[src/rtl/seven_seg_scanner.sv]
`default_nettype none
// ============================================================================
// Module      : seven_seg_scanner
// Description : Multiplexed common-cathode 7-segment driver with per-digit
//               decimal points, leading-zero blanking, PWM dimming and
//               frame-synchronous double-buffered display updates.
// Revision    : 1.0 - initial release
// ============================================================================
module seven_seg_scanner #(
    parameter int DIGITS        = 4,
    parameter int REFRESH_TICKS = 100_000,
    parameter int PWM_BITS      = 4
) (
    input  logic                  clk_100MHz,
    input  logic                  reset,
    input  logic [4*DIGITS-1:0]   value,
    input  logic [DIGITS-1:0]     dp,
    input  logic                  load,
    input  logic [PWM_BITS-1:0]   brightness,
    input  logic                  lz_blank,
    output logic [6:0]            seg,
    output logic                  dp_out,
    output logic [DIGITS-1:0]     digit,
    output logic                  frame_done
);

    localparam int c_SLOT_W = $clog2(REFRESH_TICKS);
    localparam int c_IDX_W  = $clog2(DIGITS);
    localparam logic [c_SLOT_W-1:0] c_SLOT_LAST = c_SLOT_W'(REFRESH_TICKS - 1);
    localparam logic [c_IDX_W-1:0]  c_IDX_LAST  = c_IDX_W'(DIGITS - 1);

    logic [c_SLOT_W-1:0]  r_slot_cnt;
    logic [c_IDX_W-1:0]   r_scan_idx;
    logic [PWM_BITS-1:0]  r_phase;
    logic [4*DIGITS-1:0]  r_disp_val;
    logic [DIGITS-1:0]    r_disp_dp;
    logic [4*DIGITS-1:0]  r_shadow_val;
    logic [DIGITS-1:0]    r_shadow_dp;
    logic                 r_pending;

    logic                 w_slot_end;
    logic                 w_frame_end;
    logic [3:0]           w_nibble;
    logic [DIGITS-1:0]    w_upper_zero;
    logic                 w_blank;
    logic                 w_pwm_on;
    logic [DIGITS-1:0]    w_anodes;

    function automatic logic [6:0] f_decode(input logic [3:0] n);
        case (n)
            4'h0: f_decode = 7'h3F;
            4'h1: f_decode = 7'h06;
            4'h2: f_decode = 7'h5B;
            4'h3: f_decode = 7'h4F;
            4'h4: f_decode = 7'h66;
            4'h5: f_decode = 7'h6D;
            4'h6: f_decode = 7'h7D;
            4'h7: f_decode = 7'h07;
            4'h8: f_decode = 7'h7F;
            4'h9: f_decode = 7'h6F;
            4'hA: f_decode = 7'h77;
            4'hB: f_decode = 7'h7C;
            4'hC: f_decode = 7'h39;
            4'hD: f_decode = 7'h5E;
            4'hE: f_decode = 7'h79;
            default: f_decode = 7'h71;
        endcase
    endfunction

    assign w_slot_end  = (r_slot_cnt == c_SLOT_LAST);
    assign w_frame_end = w_slot_end && (r_scan_idx == c_IDX_LAST);

    // w_upper_zero[i]: nibbles i..DIGITS-1 of the display register are all zero
    always_comb begin
        logic zero_run;
        zero_run     = 1'b1;
        w_upper_zero = '0;
        for (int i = DIGITS - 1; i >= 0; i--) begin
            zero_run        = zero_run && (r_disp_val[4*i +: 4] == 4'h0);
            w_upper_zero[i] = zero_run;
        end
    end

    always_comb begin
        w_nibble = r_disp_val[{r_scan_idx, 2'b00} +: 4];
        w_blank  = lz_blank && (r_scan_idx != '0) && w_upper_zero[r_scan_idx];
        w_pwm_on = (r_phase < brightness) || (&brightness);
        w_anodes = ~(DIGITS'(1) << r_scan_idx);
    end

    always_ff @(posedge clk_100MHz) begin
        if (reset) begin
            r_slot_cnt   <= '0;
            r_scan_idx   <= '0;
            r_phase      <= '0;
            r_disp_val   <= '0;
            r_disp_dp    <= '0;
            r_shadow_val <= '0;
            r_shadow_dp  <= '0;
            r_pending    <= 1'b0;
            seg          <= '0;
            dp_out       <= 1'b0;
            digit        <= '1;
            frame_done   <= 1'b0;
        end else begin
            r_phase <= r_phase + 1'b1;

            if (w_slot_end) begin
                r_slot_cnt <= '0;
                r_scan_idx <= (r_scan_idx == c_IDX_LAST) ? '0 : r_scan_idx + 1'b1;
            end else begin
                r_slot_cnt <= r_slot_cnt + 1'b1;
            end

            // A load on the boundary bypasses the shadow so it is not lost
            if (w_frame_end) begin
                r_pending <= 1'b0;
                if (load) begin
                    r_disp_val <= value;
                    r_disp_dp  <= dp;
                end else if (r_pending) begin
                    r_disp_val <= r_shadow_val;
                    r_disp_dp  <= r_shadow_dp;
                end
            end else if (load) begin
                r_shadow_val <= value;
                r_shadow_dp  <= dp;
                r_pending    <= 1'b1;
            end

            frame_done <= w_frame_end;

            if (w_pwm_on) begin
                digit  <= w_anodes;
                seg    <= w_blank ? 7'h00 : f_decode(w_nibble);
                dp_out <= r_disp_dp[r_scan_idx];
            end else begin
                digit  <= '1;
                seg    <= '0;
                dp_out <= 1'b0;
            end
        end
    end

endmodule
`default_nettype wire

[config.mk]
export PLATFORM = sky130hd
export DESIGN_NAME = seven_seg_scanner
export DESIGN_NICKNAME = d
export VERILOG_FILES = /design/src/rtl/seven_seg_scanner.sv
export SDC_FILE = /design/constraint.sdc
export NUM_CORES = 1
export LEC_CHECK = 0
export ABC_AREA = 1
export CAP_MARGIN = 25
export CORE_ASPECT_RATIO = 0.75
export CORE_MARGIN = 2
export CORE_UTILIZATION = 30
export DETAILED_ROUTE_END_ITERATION = 8
export GPL_ROUTABILITY_DRIVEN = 0
export GPL_TIMING_DRIVEN = 0
export PLACE_DENSITY = 0.48
export SYNTH_ARGS = -nofsm -noshare
export SYNTH_HDL_FRONTEND = slang
export SYNTH_SLANG_ARGS = --single-unit
[constraint.sdc]
create_clock -name clk_100MHz -period 2.2 [get_ports clk_100MHz]
set_clock_uncertainty 0.15 [all_clocks]
set_input_delay 0.44 -clock clk_100MHz [delete_from_list [all_inputs] [get_ports clk_100MHz]]
set_output_delay 0.44 -clock clk_100MHz [all_outputs]
set_load 0.02 [all_outputs]
==> results.json <==
{
  "rr_startpoint": "r_scan_idx[0]$_SDFFE_PP0N_",
  "synth_top_cell_by_area": "dfxtp_1",
  "setup_viol": 0,
  "async_flop_share_pct": 0,
  "avgSynthCellArea_sq_um": 7.13,
  "reg2regPathDepth": 10,
  "r2r-end": "seg[5]$_SDFF_PP0_",
  "dominantRegCellSynth": "dfxtp_1",
  "synth_warnings": 0,
  "whs_ps": 312,
  "grt_start_max_net_pins": 14,
  "syn_nets": 657,
  "cts_buffers": 9,
  "crit_arrival_ps": 2100,
  "clk_latency_ps": 350,
  "synth_edf_count": 0,
  "drt-wirelength-per-cell_microns": 11.8,
  "route.detailed.drc": 0,
  "worstSetupEndpointType": "flip-flop",
  "syn-cell-area_sq_um": 4370,
  "route.antenna.remaining_nets": 0,
  "rrSetupSlack_ps": 190,
  "gr-total-overflow": 0,
  "crit_required_ps": 2280,
  "yosysUniqueCellTypes": 35,
  "instances_no_fill": 868,
  "start_util_pct": 30.4,
  "row_count": 38,
  "fmax_ghz": 0.497,
  "die_width_microns": 143,
  "crit_chain": "clkbuf_4 > nor2_1 > inv_1 > a32oi_4 > inv_2 > ha_1 > nand2_1 > nand2_1 > a21boi_0 > nor2_1",
  "routed_via_density": 4.31,
  "mostFrequentLayoutCells": "nand2_1 (122), inv_1 (91), nor2_1 (88)",
  "slew_violations": 0,
  "nFillCells": 1545,
  "antenna_found_initial": 0,
  "diodes": 0,
  "startpoint_type": "flip-flop",
  "grt_pass1_vias": 3689,
  "synth.ff_latch_count": 77,
  "htree_levels": 3,
  "grt_pass1_wl_mm": 17.7,
  "p_per_area_nw_per_um2": 644,
  "outcome": "finished, final reports clean",
  "p_leak_nw": 2.40,
  "cts.sinks": 77,
  "fp.dieArea_sq_um": 15600,
  "clock-root-buffer": "clkbuf_16",
  "track_usage_pct": 14.7,
  "ys_top_cells_by_area": "dfxtp_1 (35%), nand2_1 (10%), inv_1 (7.9%), nor2_1 (7.6%), nand3_2 (4.8%)",
  "fin_crit_ps": 2010,
  "cts_tree": "yes",
  "cts.reportedPaths.clkPinSlew_ps": 60,
  "final_layout_size_suffix_gt1_share_pct": 15.0,
  "max_stage_delay_ps": 370,
  "place.detailed.hpwl_mm": 7.90,
  "hold_depth": 1,
  "drt_iter0_markers": 164,
  "post_cts_buffers": 0,
  "fp.coreArea_sq_um": 14400,
  "hold_class": "reg2reg",
  "cts_max_path_buffers": 2,
  "pin_count": 41,
  "critPathKind": "reg2reg",
  "critPathLaunch": "r_scan_idx[0]$_SDFFE_PP0N_",
  "numPortBuffers": 39,
  "wl_mm": 10.3,
  "rsz0062_at_grt": "false",
  "critical_path.slowest_cell": "dfxtp_4",
  "crit_fanout": 10,
  "finalCritPeriodShare_pct": 91.4,
  "worst_pin_slew_ps": 547,
  "crit_path_end": "seg[5]$_SDFF_PP0_",
  "area_delta_synth_final_pct": 23.1,
  "firstDrtPassIters": 4,
  "die_y_microns": 109,
  "slew_headroom_pct": 63.6,
  "drv_cap": 0,
  "nets": 707,
  "mostFrequentLayoutCell": "nand2_1",
  "ir_drop_uv": 362,
  "vias": 3742,
  "final-hold-violation-count": 0,
  "ys_seq_area_share_pct": 35.3,
  "dp.cells": 852,
  "syn_inst": 613,
  "synth.top_cell.area_share_pct": 35.3
}
## final cells by class
type | instances | area (sq um) | area share (%)
Clock buffer | 10 | 229 | 4.26
Inverter | 101 | 379 | 7.05
Multi-Input combinational cell | 409 | 2300 | 42.8
Tap cell | 200 | 250 | 4.65
Clock inverter | 6 | 111 | 2.07
Timing Repair Buffer | 39 | 390 | 7.26
Buffer | 26 | 171 | 3.19
Sequential cell | 77 | 1550 | 28.7
## critical path: cells and delay by family, from the launching register on
kind,cells,cell delay [ps]
flip-flops,1,370
AND/OR/NAND/NOR,4,330
adder cells (fa/ha/maj),1,210
AO/OA/AOI/OAI,2,470
buffers and inverters,3,350
## sequential cells by signal (all words and copies together) (netlist names), 2 cells and up
register and cells:
r_slot_cnt 17, r_disp_val 16, r_shadow_val 16, seg 7, digit 4, r_disp_dp 4
r_phase 4, r_shadow_dp 4, r_scan_idx 2
## through the flow
stage          util (%)  TNS (ps)  total power, W  setup slack [ps]  area, sq um
2_1_floorplan         -         0         0.00167               246         4370
4_1_cts            37.3         0         0.00352              65.2         5360
3_3_place_gp       34.9      -354         0.00180             -94.2         5010
6_report           37.5         0         0.00347               188         5380
5_1_grt            37.5         0         0.00362             0.857         5380
3_5_place_dp       34.9      -493         0.00180              -123         5010
## report_power, final
group / total (W) / switching, W / internal (W)
clock network: 0.00170 / 0.000591 / 0.00111
logic: 0.000303 / 0.000163 / 0.000140
registers: 0.00146 / 0.0000224 / 0.00144
## logic make-up after synthesis
family | after synthesis | share of synthesized area (%)
XOR/XNOR | 6 | 1.20
multiplexers | 20 | 4.58
AND/OR/NAND/NOR | 320 | 36.0
buffers and inverters | 127 | 12.5
adder cells (fa/ha/maj) | 16 | 4.58
AO/OA/AOI/OAI | 47 | 5.81
flip-flops | 77 | 35.3
## how the worst min path moves through the flow
stage	end	start
finish	r_phase[0]$_SDFF_PP0_	r_phase[0]$_SDFF_PP0_
global route	r_phase[0]$_SDFF_PP0_	r_phase[0]$_SDFF_PP0_
CTS	r_phase[0]$_SDFF_PP0_	r_phase[0]$_SDFF_PP0_
detailed placement	r_phase[0]$_SDFF_PP0_	r_phase[0]$_SDFF_PP0_
global placement	r_slot_cnt[0]$_SDFF_PP0_	r_slot_cnt[0]$_SDFF_PP0_
floorplan	r_slot_cnt[0]$_SDFF_PP0_	r_slot_cnt[0]$_SDFF_PP0_
## synthesized netlist by cell type (7+ instances only)
master and count:
buf_2 9, a21oi_1 31, nand3_1 23, nor2_1 88, dfxtp_1 77, nand4_1 23, nand3_2 21, ha_1 16
nand2_1 122, nand2_2 25, mux2i_1 20, o21ai_0 9, inv_1 92, inv_2 7
## timing repair
action                     in CTS  in global routing
hold buffers                    0                  0
pin swaps                       0                  1
setup endpoints to repair       7                  2
hold endpoints to repair        0                  0
gates resized for setup         2                  6
## layer usage
layer | global-route usage, % | vias up | part of all wire, %
li1 | - | 2013 | -
met1 | 20.0 | 1669 | 53
met2 | 21.9 | 46 | 41
met3 | 4.61 | 14 | 3.9
met4 | 5.60 | 0 | 1.6
met5 | 0 | - | 0
(Power assumes the default switching activity.)
